==> src/rtl/cache_refill_ctrl.sv <==
`default_nettype none
// +--------------------------------------------------------------------------+
// | cache_refill_ctrl                                                        |
// | Critical-word-first block refill on a cache miss, then tag/valid commit. |
// | Revision: 1.0                                                            |
// +--------------------------------------------------------------------------+
module cache_refill_ctrl #(
   parameter  int c_line_size  = 32,
   parameter  int c_index      = 4,
   parameter  int c_block_size = 2,
   localparam int c_tag_size   = c_line_size - c_index - c_block_size - 2
) (
   input  logic                    clk_i,
   input  logic                    reset_i,
   input  logic                    miss_i,
   input  logic [c_line_size-1:0]  miss_addr_i,
   output logic                    busy_o,
   output logic                    m_read_o,
   output logic [c_line_size-1:0]  m_addr_o,
   input  logic [c_line_size-1:0]  m_rdata_i,
   input  logic                    m_rvalid_i,
   output logic                    fill_we_o,
   output logic [c_index-1:0]      fill_index_o,
   output logic [c_block_size-1:0] fill_offset_o,
   output logic [c_line_size-1:0]  fill_data_o,
   output logic                    crit_o,
   output logic                    commit_o,
   output logic [c_tag_size-1:0]   fill_tag_o
);

   typedef enum logic [1:0] {
      S_IDLE   = 2'd0,
      S_FETCH  = 2'd1,
      S_COMMIT = 2'd2
   } state_t;

   localparam logic [c_block_size-1:0] c_last_beat = '1;

   state_t                  r_state,   w_state;
   logic [c_tag_size-1:0]   r_tag,     w_tag;
   logic [c_index-1:0]      r_index,   w_index;
   logic [c_block_size-1:0] r_cur_off, w_cur_off;
   logic [c_block_size-1:0] r_beat,    w_beat;

   logic                    w_busy;
   logic                    w_m_read;
   logic [c_line_size-1:0]  w_m_addr;
   logic                    w_fill_we;
   logic [c_index-1:0]      w_fill_index;
   logic [c_block_size-1:0] w_fill_offset;
   logic [c_line_size-1:0]  w_fill_data;
   logic                    w_crit;
   logic                    w_commit;
   logic [c_tag_size-1:0]   w_fill_tag;
   logic [c_block_size-1:0] w_next_off;
   logic                    w_unused_addr_bits;

   // Byte-lane bits of the miss address never reach memory (word-aligned fetch).
   assign w_unused_addr_bits = ^miss_addr_i[1:0];
   assign w_next_off         = r_cur_off + 1'b1;

   always_comb begin
      w_state       = r_state;
      w_tag         = r_tag;
      w_index       = r_index;
      w_cur_off     = r_cur_off;
      w_beat        = r_beat;
      w_busy        = busy_o;
      w_m_read      = m_read_o;
      w_m_addr      = m_addr_o;
      w_fill_we     = 1'b0;
      w_fill_index  = fill_index_o;
      w_fill_offset = fill_offset_o;
      w_fill_data   = fill_data_o;
      w_crit        = 1'b0;
      w_commit      = 1'b0;
      w_fill_tag    = fill_tag_o;

      case (r_state)
         S_IDLE: begin
            w_busy   = 1'b0;
            w_m_read = 1'b0;
            if (miss_i) begin
               w_tag        = miss_addr_i[c_line_size-1:c_index+c_block_size+2];
               w_index      = miss_addr_i[c_index+c_block_size+1:c_block_size+2];
               w_cur_off    = miss_addr_i[c_block_size+1:2];
               w_beat       = '0;
               w_state      = S_FETCH;
               w_busy       = 1'b1;
               w_m_read     = 1'b1;
               w_m_addr     = {miss_addr_i[c_line_size-1:2], 2'b00};
               w_fill_index = miss_addr_i[c_index+c_block_size+1:c_block_size+2];
            end
         end

         S_FETCH: begin
            if (m_rvalid_i) begin
               w_fill_we     = 1'b1;
               w_fill_data   = m_rdata_i;
               w_fill_offset = r_cur_off;
               w_crit        = (r_beat == '0);
               w_cur_off     = w_next_off;
               w_beat        = r_beat + 1'b1;
               w_m_addr      = {r_tag, r_index, w_next_off, 2'b00};
               // Final beat: commit overlaps the last data-array write.
               if (r_beat == c_last_beat) begin
                  w_state    = S_COMMIT;
                  w_m_read   = 1'b0;
                  w_commit   = 1'b1;
                  w_fill_tag = r_tag;
               end
            end
         end

         S_COMMIT: begin
            w_state = S_IDLE;
            w_busy  = 1'b0;
         end

         default: begin
            w_state  = S_IDLE;
            w_busy   = 1'b0;
            w_m_read = 1'b0;
         end
      endcase
   end

   always_ff @(posedge clk_i or posedge reset_i) begin
      if (reset_i) begin
         r_state       <= S_IDLE;
         r_tag         <= '0;
         r_index       <= '0;
         r_cur_off     <= '0;
         r_beat        <= '0;
         busy_o        <= 1'b0;
         m_read_o      <= 1'b0;
         m_addr_o      <= '0;
         fill_we_o     <= 1'b0;
         fill_index_o  <= '0;
         fill_offset_o <= '0;
         fill_data_o   <= '0;
         crit_o        <= 1'b0;
         commit_o      <= 1'b0;
         fill_tag_o    <= '0;
      end else begin
         r_state       <= w_state;
         r_tag         <= w_tag;
         r_index       <= w_index;
         r_cur_off     <= w_cur_off;
         r_beat        <= w_beat;
         busy_o        <= w_busy;
         m_read_o      <= w_m_read;
         m_addr_o      <= w_m_addr;
         fill_we_o     <= w_fill_we;
         fill_index_o  <= w_fill_index;
         fill_offset_o <= w_fill_offset;
         fill_data_o   <= w_fill_data;
         crit_o        <= w_crit;
         commit_o      <= w_commit;
         fill_tag_o    <= w_fill_tag;
      end
   end

endmodule
`default_nettype wire
==> config.mk <==
export PLATFORM = sky130hd
export DESIGN_NAME = cache_refill_ctrl
export DESIGN_NICKNAME = d
export VERILOG_FILES = /design/src/rtl/cache_refill_ctrl.sv
export SDC_FILE = /design/constraint.sdc
export NUM_CORES = 1
export LEC_CHECK = 0
export ABC_AREA = 1
export CAP_MARGIN = 10
export CORE_ASPECT_RATIO = 1.2
export CORE_MARGIN = 3
export CORE_UTILIZATION = 30
export DETAILED_ROUTE_END_ITERATION = 12
export GPL_TIMING_DRIVEN = 0
export PLACE_DENSITY_LB_ADDON = 0.2
export SLEW_MARGIN = 15
export SYNTH_ARGS = -nofsm -noshare
export SYNTH_HDL_FRONTEND = slang
export SYNTH_SLANG_ARGS = --single-unit
==> constraint.sdc <==
create_clock -name clk_i -period 4.56 [get_ports clk_i]
set_input_delay 0.912 -clock clk_i [delete_from_list [all_inputs] [get_ports clk_i]]
set_output_delay 0.912 -clock clk_i [all_outputs]
set_load 0.05 [all_outputs]
After elaboration in Yosys (flattened, before gate mapping) --
Cells that the tools add are included.
Cells by class: add/sub/neg operators 2, equal/unequal tests 6, multiplexer cells 25, bitwise gates (word level) 1, reduce and logical (&&, ||, !) cells 9
Operators with widths (number):
- two-way mux 32 bit | 2
- case mux 32 bit (2 select lines) | 1
- two-way mux 2 bit | 7
- case mux 2 bit (2 select lines) | 3
- AND reduction 3 bit | 4
- two-way mux 1 bit | 10
- != test 2 bit, second input constant | 3
- adder 2 x 1 -> 2 bit, second input constant | 2
- == test 2 bit, second input constant | 2
- logical NOT 2 bit | 2
- AND reduction 2 bit | 2
- case mux 1 bit (3 select lines) | 1
- == test 2 x 1 -> 1 bit, second input constant | 1
- case mux 1 bit (2 select lines) | 1
- nonzero test 2 bit | 1
- inverter 1 bit | 1
Storage, ports and cells: register bits after elaboration 129, bits of input ports 68, output and inout port bits 99, logic and storage cells 57

Longest topological paths before layout --
Gate-level depths: netlist of the first run.
depth in word-level cells 4, mapped depth 8, depth with buffers taken out 7

Worst setup path before layout of the first run --
OpenSTA, ideal clock, no wires.
path kind in2reg, start input m_rvalid_i, end register fill_data_o[0], arrival time 1.492 ns, required time 4.442 ns, path slack 2.951 ns, stages 6, cells stage by stage nand2_1 > buf_2 > clkinv_2 > buf_6 > nand2_1 > nand2_1
Between the ends: cells in the longest elaborated chain, start to end 1
Ends and longest elaborated chain:
- from (decl) | line 21 | input logic m_rvalid_i,
- AND reduction 2 bit (no line)
- to (signal assigned) | line 157 | fill_data_o <= w_fill_data;
- to (decl) | line 25 | output logic [c_line_size-1:0] fill_data_o,
No other way between the ends. A chain may end at the register's enable or synchronous reset.

==> metrics.cfg, run 1 <==
[die]
core_um2 = 16300
fp.dieW_um = 124
num_io_pins = 167
fp.dieArea_um2 = 18400
initial_core_util_pct = 30.8
fp.dieH_um = 148
num_rows = 51

[setup_path]
crit_type = flop to output pin
critPathMaxStageDelay_ns = 0.85
cp_data_required_time_ns = 3.65
worstSetupStartpoint = r_cur_off[0]$_DFFE_PP0P_
cp_cell_sequence = clkdlybuf4s50_1
endpoint_kind = output pin
critPathTopFamily = buffers and inverters
worstReg2RegStart = r_beat[1]$_DFFE_PP0P_
path_buf_inv = 1
cp.arrival_ns = 1.68
crit_fanout = 5
critPathSlowestCell = clkdlybuf4s50_1
crit_path_start_kind = flop

[cts]
path_clk_slew_ns = 0.05
htreeDepth = 4
clk_latency_ns = 0.41
cts-hold-fix-buffers = 0
cts_tree = yes
postCtsSetupBuffers = 0
cts_sinks = 125
root_buffer = clkbuf_16
cts_buffers = 17
cts_buffer_depth = 2
postCtsResizedCells = 0

[timing]
final_max_slew_viol_count = 0
relSlewSlack_pct = 60.6
finalCritPeriodShare_pct = 56.8
setup_violations = 0
timing.fmax_mhz = 386
rsz0062_at_grt = no
hold_viol_final = 0
min_period_ns = 2.59
finClkSkew_ns = 0.00524
tightestPinTransition_ns = 0.591

[yosys]
ys_ff_latch = 125
synth.distinct_cells = 17
syn_area_um2 = 5030
netlist.area_leader.share_pct = 62.2
ys_seq_area_share_pct = 62.2
syn_avg_cell_area_um2 = 8.67
syn_inst = 580
yosys-top-cells-area = dfrtp_1 (62%), nand2_1 (19%), o21ai_0 (5.8%)
ys_warn_count = 0
synth_top_cell_by_area = dfrtp_1

[detailed_routing]
routed_wl_um = 14300
ant_nets = 0
drt_pass1_iterations = 4
initialDrtViolationCount = 202
drc = 0
routedWlPerCell_um = 14.5
vias_per_cell = 4.45
vias = 4389

[power_and_ir_drop]
ir_worst_vdd_mv = 0.338
power_density_nw_per_um2 = 889
p_leak_nw = 3.69

[cells_and_area]
nets = 833
design_area_um2 = 7510
antenna_cells = 0
seq_area_um2 = 3130
fin_util_pct = 46.0
multiInputGateArea_um2 = 1580
fillCellCount = 1631
final_layout_size_suffix_gt1_share_pct = 7.24
area_growth_pct = 49.3

[global_route]
grt_pass1_vias = 4438
grt_max_degree = 69
overflow = 0
grt_pass1_wl_um = 23200
grtUsageTotal_pct = 16.1
antenna_found_initial = 0

[place]
gp_congestion = 0.820
hpwlAfterDp_um = 10100
numPortBuffers = 162
dpl_cell_area_um2 = 6950

[flow_run]
cap_violations = 0

[run_status]
status = finished clean

[min_path]
hold_start = m_addr_o[23]$_DFFE_PP0P_
hp-class = flop to flop

[where the power goes]
part / switching (mW) / internal (mW)
Clock: 0.453 / 0.822
Sequential: 0.263 / 1.63
Combinational: 2.42 / 1.10
Total: 3.13 / 3.55
[cell families (layout without fill, tap and decap cells)]
group / after synthesis / in the layout / share of synthesized area, %
AOI/OAI and AO/OA: 86 / 86 / 8.56
adders and majority gates: 2 / 2 / 0.497
buffers and inverters: 73 / 266 / 6.52
and+or+nand+nor: 293 / 293 / 22.2
other: 1 / 2 / 0.0746
DFF: 125 / 125 / 62.2
[Yosys cell counts]
master	instances
a21oi_1	28
buf_2	18
buf_4	2
buf_6	3
clkbuf_1	9
clkinv_2	1
conb_1	1
dfrtp_1	125
ha_1	2
inv_1	38
inv_2	2
nand2_1	257
nand3_1	1
nand3_2	1
nor2_1	33
nor2_4	1
o21ai_0	58
[final cells by class]
type,instances,share of cell area (%)
flip-flops and latches,125,41.6
clock inverters,7,1.20
multi-input cells,383,21.0
repair buffers,163,22.0
plain buffers,32,2.30
inverters,41,2.13
clock buffers,23,6.23
well taps,212,3.53
[sequential cells by signal (all words and copies together), names as in the netlist]
name / flops
fill_data_o: 32
m_addr_o: 29
fill_tag_o: 24
r_tag: 24
r_index: 4
fill_offset_o: 2
r_beat: 2
r_state: 2
busy_o: 1
commit_o: 1
crit_o: 1
fill_we_o: 1
m_read_o: 1
r_cur_off: 1
[placed cells by master (no fill, tap or decap), types with 2 or more instances in the layout]
master	synthesis	layout
o21ai_0	58	58
nor2_1	33	33
inv_1	38	37
clkinv_2	1	4
dfrtp_1	125	125
clkbuf_8	0	2
conb_1	1	2
inv_2	2	2
clkinvlp_4	0	2
clkbuf_16	0	17
buf_6	3	3
bufinv_16	0	2
buf_4	2	2
buf_2	18	18
clkdlybuf4s50_1	0	162
a21oi_1	28	28
nand2_1	257	257
clkbuf_1	9	13
ha_1	2	2
[metrics by stage]
step,setup TNS (ns),setup slack [ns],power (mW),cells,hold slack (ns)
2_1_floorplan,0,0.320,4.19,581,0.475
3_3_place_gp,-184.63,-1.49,5.39,955,0.458
3_5_place_dp,0,2.10,5.45,956,0.457
4_1_cts,0,1.94,6.77,986,0.471
5_1_grt,0,1.91,7.10,986,0.486
6_report,0,1.97,6.68,986,0.470
[final timing paths]
kind / end / cells past startpoint / slack, ns
setup / recovery: m_addr_o[2] / 1 / 1.97
setup reg to reg: fill_tag_o[11]$_DFFE_PP0P_ / 7 / 2.94
min in group asynchronous: fill_data_o[10]$_DFFE_PP0P_ / 2 / 0.95
max in group asynchronous: r_state[1]$_DFFE_PP0P_ / 3 / 2.89
hold / removal: m_addr_o[23]$_DFFE_PP0P_ / 2 / 0.47
hold reg to reg: m_addr_o[23]$_DFFE_PP0P_ / 2 / 0.47
[layer usage]
| layer | track usage, % | routed length, um | vias to the layer above |
|---|---|---|---|
| met5 | 0 | 0 | - |
| met4 | 6.91 | 256 | 0 |
| met3 | 4.81 | 796 | 22 |
| met2 | 25.4 | 6790 | 146 |
| met1 | 20.5 | 6460 | 2064 |
| li1 | - | - | 2157 |
No activity file was read; power rests on OpenSTA's default activity.
==> inputs of run 2 (changes only) <==
clock period = 2.5 ns   (was 4.56 ns; I/O delays follow)
==> run 2 against run 1 <==
Effect of this change: global-route usage fell by 0.26 points; sequential power rose by 83%; final area rose by 0.72%; critical path depth did not move; worst hold slack barely moved; register-to-register slack got worse by 2.1 ns; clock skew rose by 0.0036 ns; non-clock buffer count rose by 2; final cell count rose by 0.20%; worst setup slack got worse by 1.6 ns; largest power group unchanged.
==> metrics.cfg, run 2 (same netlist as run 1, synthesis figures left out) <==
[cells_and_area]
largest_register = fill_data_o
antenna_cells = 0  ; unchanged
largest_reg_flops = 32  ; unchanged
design_area_um2 = 7560  ; +0.72%
final_common_cell = nand2_1
nets = 835  ; +0.24%
layout_common_cells = nand2_1 (257), clkdlybuf4s50_1 (162), dfrtp_1 (125)
area_growth_pct = 50.4
fin_util_pct = 46.3  ; +0.33 points
top_regs = fill_data_o (32), m_addr_o (29)
final_layout_size_suffix_gt1_share_pct = 7.86  ; +0.63 points

[setup_path]
cp_data_required_time_ns = 2.00  ; -1.65 ns
reg2reg_depth = 7  ; unchanged
crit_path_start_kind = flop
crit_type = flop to output pin
cp_cell_sequence = clkdlybuf4s50_1
endpoint_kind = output pin
critPathTopFamily = buffers and inverters
r2r_slack_ns = 0.86  ; -2.08 ns
worstSetupStartpoint = r_cur_off[0]$_DFFE_PP0P_
critPathMaxStageDelay_ns = 0.86  ; about the same
path_buf_inv = 1  ; unchanged
rr_endpoint = fill_tag_o[12]$_DFFE_PP0P_
cp.arrival_ns = 1.67  ; about the same
critPathSlowestCell = clkdlybuf4s50_1
crit_fanout = 5  ; unchanged
worstReg2RegStart = r_beat[1]$_DFFE_PP0P_

[timing]
tightestPinTransition_ns = 0.555  ; -0.0356 ns
hold_viol_final = 0  ; unchanged
timing.fmax_mhz = 461
rsz0062_at_grt = no
whs_ns = 0.471  ; +0.000479 ns
min_period_ns = 2.17
final_max_slew_viol_count = 0  ; unchanged
finClkSkew_ns = 0.00882  ; +0.00358 ns
finalCritPeriodShare_pct = 86.8
setup_violations = 0  ; unchanged
tns_ns = 0  ; unchanged
relSlewSlack_pct = 63.0  ; +2.4 points

[power_and_ir_drop]
ir_worst_vdd_mv = 0.751  ; +120%
p_leak_nw = 3.72  ; +0.69%
power_density_nw_per_um2 = 1610  ; +82%
total_power_mw = 12.2  ; +83%

[detailed_routing]
routedWlPerCell_um = 14.3  ; -1.4%
vias = 4346  ; -0.98%
routed_wl_um = 14100  ; -1.2%
drc = 0  ; unchanged
drt_pass1_iterations = 4  ; unchanged
initialDrtViolationCount = 139  ; -31%
ant_nets = 0  ; unchanged
vias_per_cell = 4.40  ; -1.2%

[place]
dpl_cell_area_um2 = 6980  ; +0.45%
gp_congestion = 0.758  ; -7.6%
numPortBuffers = 162  ; unchanged
hpwlAfterDp_um = 10200  ; +1.7%

[global_route]
overflow = 0  ; unchanged
grt_max_degree = 38  ; -45%
grt_pass1_vias = 4475  ; +0.83%
grtUsageTotal_pct = 15.8  ; -0.26 points
grt_pass1_wl_um = 23000  ; -0.98%
antenna_found_initial = 0  ; unchanged

[cts]
cts_buffers = 17  ; unchanged
htreeDepth = 4  ; unchanged
path_clk_slew_ns = 0.06  ; about the same
cts_tree = yes
postCtsSetupBuffers = 0  ; unchanged
cts-hold-fix-buffers = 0  ; unchanged
cts_sinks = 125  ; unchanged
root_buffer = clkbuf_16
clk_latency_ns = 0.41  ; about the same
postCtsResizedCells = 0  ; unchanged
cts_buffer_depth = 2  ; unchanged

[run_status]
status = finished clean

[die]
num_rows = 51  ; unchanged
core_um2 = 16300  ; unchanged
num_io_pins = 167  ; unchanged
fp.dieArea_um2 = 18400  ; unchanged
fp.dieH_um = 148  ; unchanged
initial_core_util_pct = 30.8  ; unchanged
fp.dieW_um = 124  ; unchanged

[flow_run]
cap_violations = 0  ; unchanged

[min_path]
hp-class = primary input to asynchronous set/reset pin

-- run 2: cell types whose count changed in the layout (fill, tap and decap cells not counted), sizes merged --
cell / delta
bufinv: -1
clkinv: -1
clkinvlp: +1
buf: +2
inv: -1
clkbuf: +2
-- run 2: routing by layer --
layer  part of all wire (%)  vias to the layer above  global-route usage, %
met2                     48                      145                   25.9
met1                     45                     2038                   19.9
met3                    5.2                       17                   4.63
met5                      0                        -                      0
met4                    1.6                        0                   5.76
li1                       -                     2146                      -
-- run 2: worst max path at each step --
stage	to	slack (ns)	cells past startpoint
floorplan	busy_o$_DFFE_PP0P_	0.46	1
global placement	m_addr_o[29]$_DFFE_PP0P_	-0.70	2
detailed placement	fill_tag_o[8]$_DFFE_PP0P_	0.48	6
CTS	m_addr_o[2]	0.29	1
global route	m_addr_o[2]	0.26	1
finish	m_addr_o[2]	0.33	1
-- run 2: final cells by class --
type	instances	area, um2
Timing Repair Buffer	165	1680
Buffer	32	173
Fill cell	1612	8770
Sequential cell	125	3130
Clock buffer	25	526
Tap cell	212	265
Clock inverter	5	55.1
Multi-Input combinational cell	383	1580
Inverter	41	159
-- run 2: report_power, final --
group | switching, mW | leakage (nW) | internal (mW)
registers | 0.487 | 1.50 | 2.97
clock network | 0.823 | 0.283 | 1.54
logic | 4.39 | 1.94 | 2.00
total | 5.70 | 3.72 | 6.51
-- run 2: stage by stage --
step                instances  setup slack, ns
global placement          955           -0.704
global route              988            0.258
floorplan                 581            0.461
finish                    988            0.329
CTS                       988            0.293
detailed placement        958            0.481
==> inputs of run 3 (changes only) <==
RECOVER_POWER = 50   (was default)
==> run 3 against run 2 <==
Effect of this change: non-clock buffer count unchanged; clock power about the same; combinational power shrank 0.8%; critical path depth stayed put; power down 0.45%; largest power group unchanged.
==> metrics.cfg, run 3 (same netlist as run 1, synthesis figures left out) <==
[timing]
whs_ns = 0.469  ; -0.00122 ns
final_max_slew_viol_count = 0  ; unchanged
min_period_ns = 2.17  ; -0.00428 ns
timing.fmax_mhz = 462  ; +0.20%
finClkSkew_ns = 0.0100  ; +0.00122 ns
finalCritPeriodShare_pct = 86.7  ; -0.17 points
tightestPinTransition_ns = 1.01  ; +0.458 ns
rsz0062_at_grt = no
relSlewSlack_pct = 32.1  ; -31 points
hold_viol_final = 0  ; unchanged
setup_violations = 0  ; unchanged

[power_and_ir_drop]
seqPwrFrac_pct = 28.5  ; +0.2 points
ir_worst_vdd_mv = 0.750  ; -0.12%
p_int_mw = 6.48  ; -0.57%
power_switching_mw = 5.68  ; -0.32%
power_density_nw_per_um2 = 1620  ; +0.29%
power_frac_comb_pct = 52.2  ; about the same
clkPwrFrac_pct = 19.4  ; about the same
p_leak_nw = 3.68  ; -1.0%
swShare_pct = 46.7  ; +0.062 points

[global_route]
grt_pass1_vias = 4475  ; unchanged
antenna_found_initial = 0  ; unchanged
grtUsageTotal_pct = 15.8  ; unchanged
overflow = 0  ; unchanged
grt_max_degree = 38  ; unchanged
grt_pass1_wl_um = 23000  ; unchanged

[setup_path]
rr_endpoint = fill_data_o[10]$_DFFE_PP0P_
critPathTopFamily = buffers and inverters
crit_path_start_kind = flop
cp_data_required_time_ns = 2.00  ; about the same
r2r_slack_ns = 0.44  ; -0.42 ns
crit_fanout = 5  ; unchanged
path_buf_inv = 1  ; unchanged
worstReg2RegStart = r_state[0]$_DFFE_PP0P_
cp_cell_sequence = clkdlybuf4s50_1
endpoint_kind = output pin
crit_type = flop to output pin
critPathSlowestCell = clkdlybuf4s50_1
cp.arrival_ns = 1.67  ; about the same
reg2reg_depth = 8  ; +1
critPathMaxStageDelay_ns = 0.86  ; about the same

[cells_and_area]
layout_common_cells = nand2_1 (257), clkdlybuf4s50_1 (160), dfrtp_1 (125)
multiInputGateArea_um2 = 1570  ; -0.79%
antenna_cells = 0  ; unchanged
area_growth_pct = 49.3
largest_register = fill_data_o
largest_reg_flops = 32  ; unchanged
fin_cells = 988  ; unchanged
final_common_cell = nand2_1
seq_area_um2 = 3130  ; unchanged
design_area_um2 = 7510  ; -0.74%
fillCellCount = 1620  ; +0.50%
final_layout_size_suffix_gt1_share_pct = 6.44  ; -1.4 points
nets = 835  ; unchanged
top_regs = fill_data_o (32), m_addr_o (29)

[detailed_routing]
vias_per_cell = 4.38  ; -0.37%
drc = 0  ; unchanged
drt_pass1_iterations = 4  ; unchanged
vias = 4330  ; -0.37%
initialDrtViolationCount = 134  ; -3.6%
routed_wl_um = 14100  ; -0.33%
ant_nets = 0  ; unchanged
routedWlPerCell_um = 14.3  ; -0.33%

[min_path]
min_to = m_addr_o[22]$_DFFE_PP0P_
hold_depth = 2
hp-class = flop to flop
hold_start = m_addr_o[22]$_DFFE_PP0P_

[die]
initial_core_util_pct = 30.8  ; unchanged
fp.dieW_um = 124  ; unchanged
core_um2 = 16300  ; unchanged
fp.dieH_um = 148  ; unchanged
num_rows = 51  ; unchanged
fp.dieArea_um2 = 18400  ; unchanged
num_io_pins = 167  ; unchanged

[cts]
cts_tree = yes
cts-hold-fix-buffers = 0  ; unchanged
postCtsResizedCells = 0  ; unchanged
cts_buffer_depth = 2  ; unchanged
postCtsSetupBuffers = 0  ; unchanged
root_buffer = clkbuf_16
htreeDepth = 4  ; unchanged
clk_latency_ns = 0.40  ; about the same
cts_sinks = 125  ; unchanged
path_clk_slew_ns = 0.05  ; about the same
cts_buffers = 17  ; unchanged

[place]
gp_congestion = 0.758  ; unchanged
dp_cells = 958  ; unchanged
numPortBuffers = 162  ; unchanged
dpl_cell_area_um2 = 6980  ; unchanged
hpwlAfterDp_um = 10200  ; unchanged

[flow_run]
cap_violations = 0  ; unchanged

[run_status]
status = finished clean

[run 3: how the worst max path moves through the flow]
stage / cells past startpoint / start / end / slack (ns)
global route: 8 / r_state[0]$_DFFE_PP0P_ / fill_data_o[10]$_DFFE_PP0P_ / 0.16
finish: 1 / r_cur_off[0]$_DFFE_PP0P_ / m_addr_o[2] / 0.33
floorplan: 1 / reset_i / busy_o$_DFFE_PP0P_ / 0.46
global placement: 2 / reset_i / m_addr_o[29]$_DFFE_PP0P_ / -0.70
CTS: 1 / r_cur_off[0]$_DFFE_PP0P_ / m_addr_o[2] / 0.29
detailed placement: 6 / m_rvalid_i / fill_tag_o[8]$_DFFE_PP0P_ / 0.48
[run 3: power groups by stage]
| stage | clock (mW) | combinational [mW] | sequential, mW |
|---|---|---|---|
| finish | 2.35 | 6.34 | 3.46 |
| global route | 2.52 | 6.81 | 3.57 |
| CTS | 2.43 | 6.46 | 3.47 |
| detailed placement | 0 | 6.44 | 3.49 |
| global placement | 0 | 6.38 | 3.45 |
| floorplan | 0 | 1.64 | 6.00 |
[run 3: cell type report]
class,instances,share of cell area (%)
multi-input cells,383,20.8
well taps,212,3.53
flip-flops and latches,125,41.7
clock inverters,5,0.733
inverters,41,2.08
clock buffers,25,7.00
plain buffers,32,1.92
repair buffers,165,22.2
[run 3: stage by stage]
| stage | TNS, ns | util, % | setup WS, ns | total power, mW |
|---|---|---|---|---|
| floorplan | 0 | - | 0.461 | 7.65 |
| global placement | -87.19 | 42.4 | -0.704 | 9.83 |
| detailed placement | 0 | 42.8 | 0.481 | 9.93 |
| CTS | 0 | 46.3 | 0.293 | 12.4 |
| global route | 0 | 46.0 | 0.159 | 12.9 |
| finish | 0 | 46.0 | 0.334 | 12.2 |
[run 3: layer usage]
metal,GRT usage [%],up-vias,part of all wire (%)
met5,0,-,0
met1,19.9,2043,45
li1,-,2145,-
met3,4.63,13,4.7
met2,25.9,129,48
met4,5.76,0,1.4
==> RTL change, RTL diff (settings of run 3) <==
Set the parameter `c_line_size` to 64 (it was 32).
--- a/src/rtl/cache_refill_ctrl.sv
+++ b/src/rtl/cache_refill_ctrl.sv
@@ -6,5 +6,5 @@
 // +--------------------------------------------------------------------------+
 module cache_refill_ctrl #(
-   parameter  int c_line_size  = 32,
+   parameter  int c_line_size  = 64,
    parameter  int c_index      = 4,
    parameter  int c_block_size = 2,
Interface: changed (5 resized); port bits go from 167 to 327. The function was not compared with the original's and may differ.
==> RTL change against run 3 <==
Setup slack got worse by 0.16 ns; via count is 100% higher; area after synthesis rose by 100%; first-iteration DRC count increased to 3.5 times the old value; design area grew 99%; combinational power rose by 110%; critical path depth is the same; sequential power grew 110%; utilization decreased by 0.26 points; routed wire length is 130% higher; total power rose by 100%; sequential cell count rose by 128.
==> RTL change: results (changes against run 3) <==
status finished, final reports clean (unchanged); Worst Hold Depth 2 (unchanged); post-CTS sizing 0 (unchanged); initial antenna violation count 0 (unchanged); largest net degree at the start of global routing 35 (was 38); biggest regs fill_data_o x64, m_addr_o x61 (was fill_data_o x32, m_addr_o x29); Pre-antenna DRT Iters 7 (was 4); Final Skew 0.0125 ns (was 0.0100 ns); via count of the first global-routing pass 8,858 (was 4,475); pin slew with the least headroom to its limit 1.39 ns (was 1.01 ns); post-DP HPWL 24,300 um (was 10,200 um); H-tree levels 1 (was 4); First DRT Iteration DRCs 475 (was 134); leakage power total 7.27 nW (was 3.68 nW); net count reported at finish 1,654 (was 835); largest cells by area after synthesis dfrtp_1 (63%), nand2_1 (19%), o21ai_0 (5.8%) (was dfrtp_1 (62%), nand2_1 (19%), o21ai_0 (5.8%)); Compound-Gate Fraction of Synth Area 9.08% (was 8.56%); clk root buf clkbuf_16 (unchanged); Clock Tree Buf Depth 3 (was 2); fillers 3,182 (was 1,620); delay of the slowest cell on the worst path 0.87 ns; Synth top cells by count nand2_1 (513), dfrtp_1 (253), o21ai_0 (116) (was nand2_1 (257), dfrtp_1 (125), o21ai_0 (58)); capture point of the worst reg-to-reg path m_addr_o[9] (was fill_data_o[10]); Total GRT Usage 17.8% (was 15.8%); Worst R2R Setup Slack 0.29 ns (was 0.44 ns); PortBufs 322 (was 162); Vias per Instance 4.43 (was 4.38); adder-cell share of the synthesized area 0.248% (was 0.498%); Synth cell types 18 (was 17); share of layout cells above drive strength 1 5.58% (was 6.44%); Worst Hold End m_addr_o[57] (was m_addr_o[22]); DRT Wirelength 33,000 um (was 14,100 um); Clk Latency, worst-skew pair 0.53 ns (was 0.40 ns); RD Place Congestion 0.769 (was 0.758); arrival time worst endpoint 1.82 ns (was 1.67 ns); worst flop-to-flop path startpoint r_state[0] (unchanged); post-synthesis xor/xnor area fraction 0% (unchanged); Num CTS Buffers 28 (was 17); sequential fraction of the synthesis area 62.7% (was 62.2%); Post-CTS Setup Bufs 0 (unchanged); Hold Crit Start m_addr_o[57] (was m_addr_o[22]); VDD IR max 0.000778 V (was 0.000750 V); first-pass GRT wire length 50,700 um (was 23,000 um)
-- RTL change: changes by cell type after synthesis, moves of 29 or more --
| cell | run 3 | this run |
|---|---|---|
| a21oi_1 | 28 | 57 |
| dfrtp_1 | 125 | 253 |
| inv_1 | 38 | 69 |
| nand2_1 | 257 | 513 |
| nor2_1 | 33 | 62 |
| o21ai_0 | 58 | 116 |
-- RTL change: power breakdown --
group | switching, mW | total, mW | leakage [nW] | internal (mW)
Sequential | 1.01 | 7.10 | 2.99 | 6.09
Combinational | 9.32 | 13.4 | 3.80 | 4.09
Clock | 1.67 | 4.36 | 0.487 | 2.69
-- RTL change: through the flow --
stage | total power, mW | hold slack, ns | setup slack, ns | std cells | area (um2)
after CTS | 25.3 | 0.432 | 0.121 | 1986 | 15000
after global routing | 26.4 | 0.484 | 0.0721 | 1986 | 14900
final | 24.9 | 0.467 | 0.178 | 1988 | 14900
after global placement | 20.6 | 0.454 | -3.47 | 1926 | 13900
after floorplan | 15.8 | 0.487 | -1.33 | 1160 | 10100
after detailed placement | 20.8 | 0.457 | 0.137 | 1934 | 14000
-- RTL change: cells by family (layout without fill, tap and decap cells) --
| logic type | count (synthesis) | after routing |
|---|---|---|
| buffers and inverters | 141 | 523 |
| other | 1 | 4 |
| DFF | 253 | 253 |
| and+or+nand+nor | 579 | 579 |
| adders and majority gates | 2 | 2 |
| AOI/OAI and AO/OA | 183 | 183 |
-- RTL change: area by class of cell --
class,count,area (um2),share of cell area (%)
Clock inverter,9,129,0.862
Inverter,73,275,1.84
Tap cell,444,556,3.72
Buffer,68,307,2.05
Antenna cell,2,5.00,0.0335
Timing Repair Buffer,330,3350,22.4
Clock buffer,43,868,5.81
Sequential cell,253,6330,42.4
Multi-Input combinational cell,766,3120,20.9
-- RTL change: worst max-delay path by stage --
stage / depth (start not counted) / startpoint / slack [ns] / endpoint
final: 1 / r_cur_off[0] / 0.18 / m_addr_o[2]
after CTS: 1 / m_addr_o[3] / 0.12 / m_addr_o[3]
after global placement: 2 / reset_i / -3.47 / m_addr_o[57]
after detailed placement: 6 / reset_i / 0.14 / m_addr_o[57]
after global routing: 3 / reset_i / 0.07 / fill_data_o[57]
after floorplan: 1 / reset_i / -1.33 / busy_o
-- RTL change: layer usage --
| metal | global-route usage (%) | vias up | part of all wire, % |
|---|---|---|---|
| li1 | - | 4294 | - |
| met1 | 22.1 | 4212 | 41 |
| met2 | 30.5 | 252 | 50 |
| met3 | 4.61 | 46 | 6.7 |
| met4 | 5.74 | 0 | 2.7 |
| met5 | 0 | - | 0 |
-- RTL change: worst reg2reg max path: cells and delay by family (launching register included) --
kind / cells / cell delay [ns]
buffers and inverters: 3 / 0.96
DFF: 1 / 0.37
and+or+nand+nor: 5 / 0.82
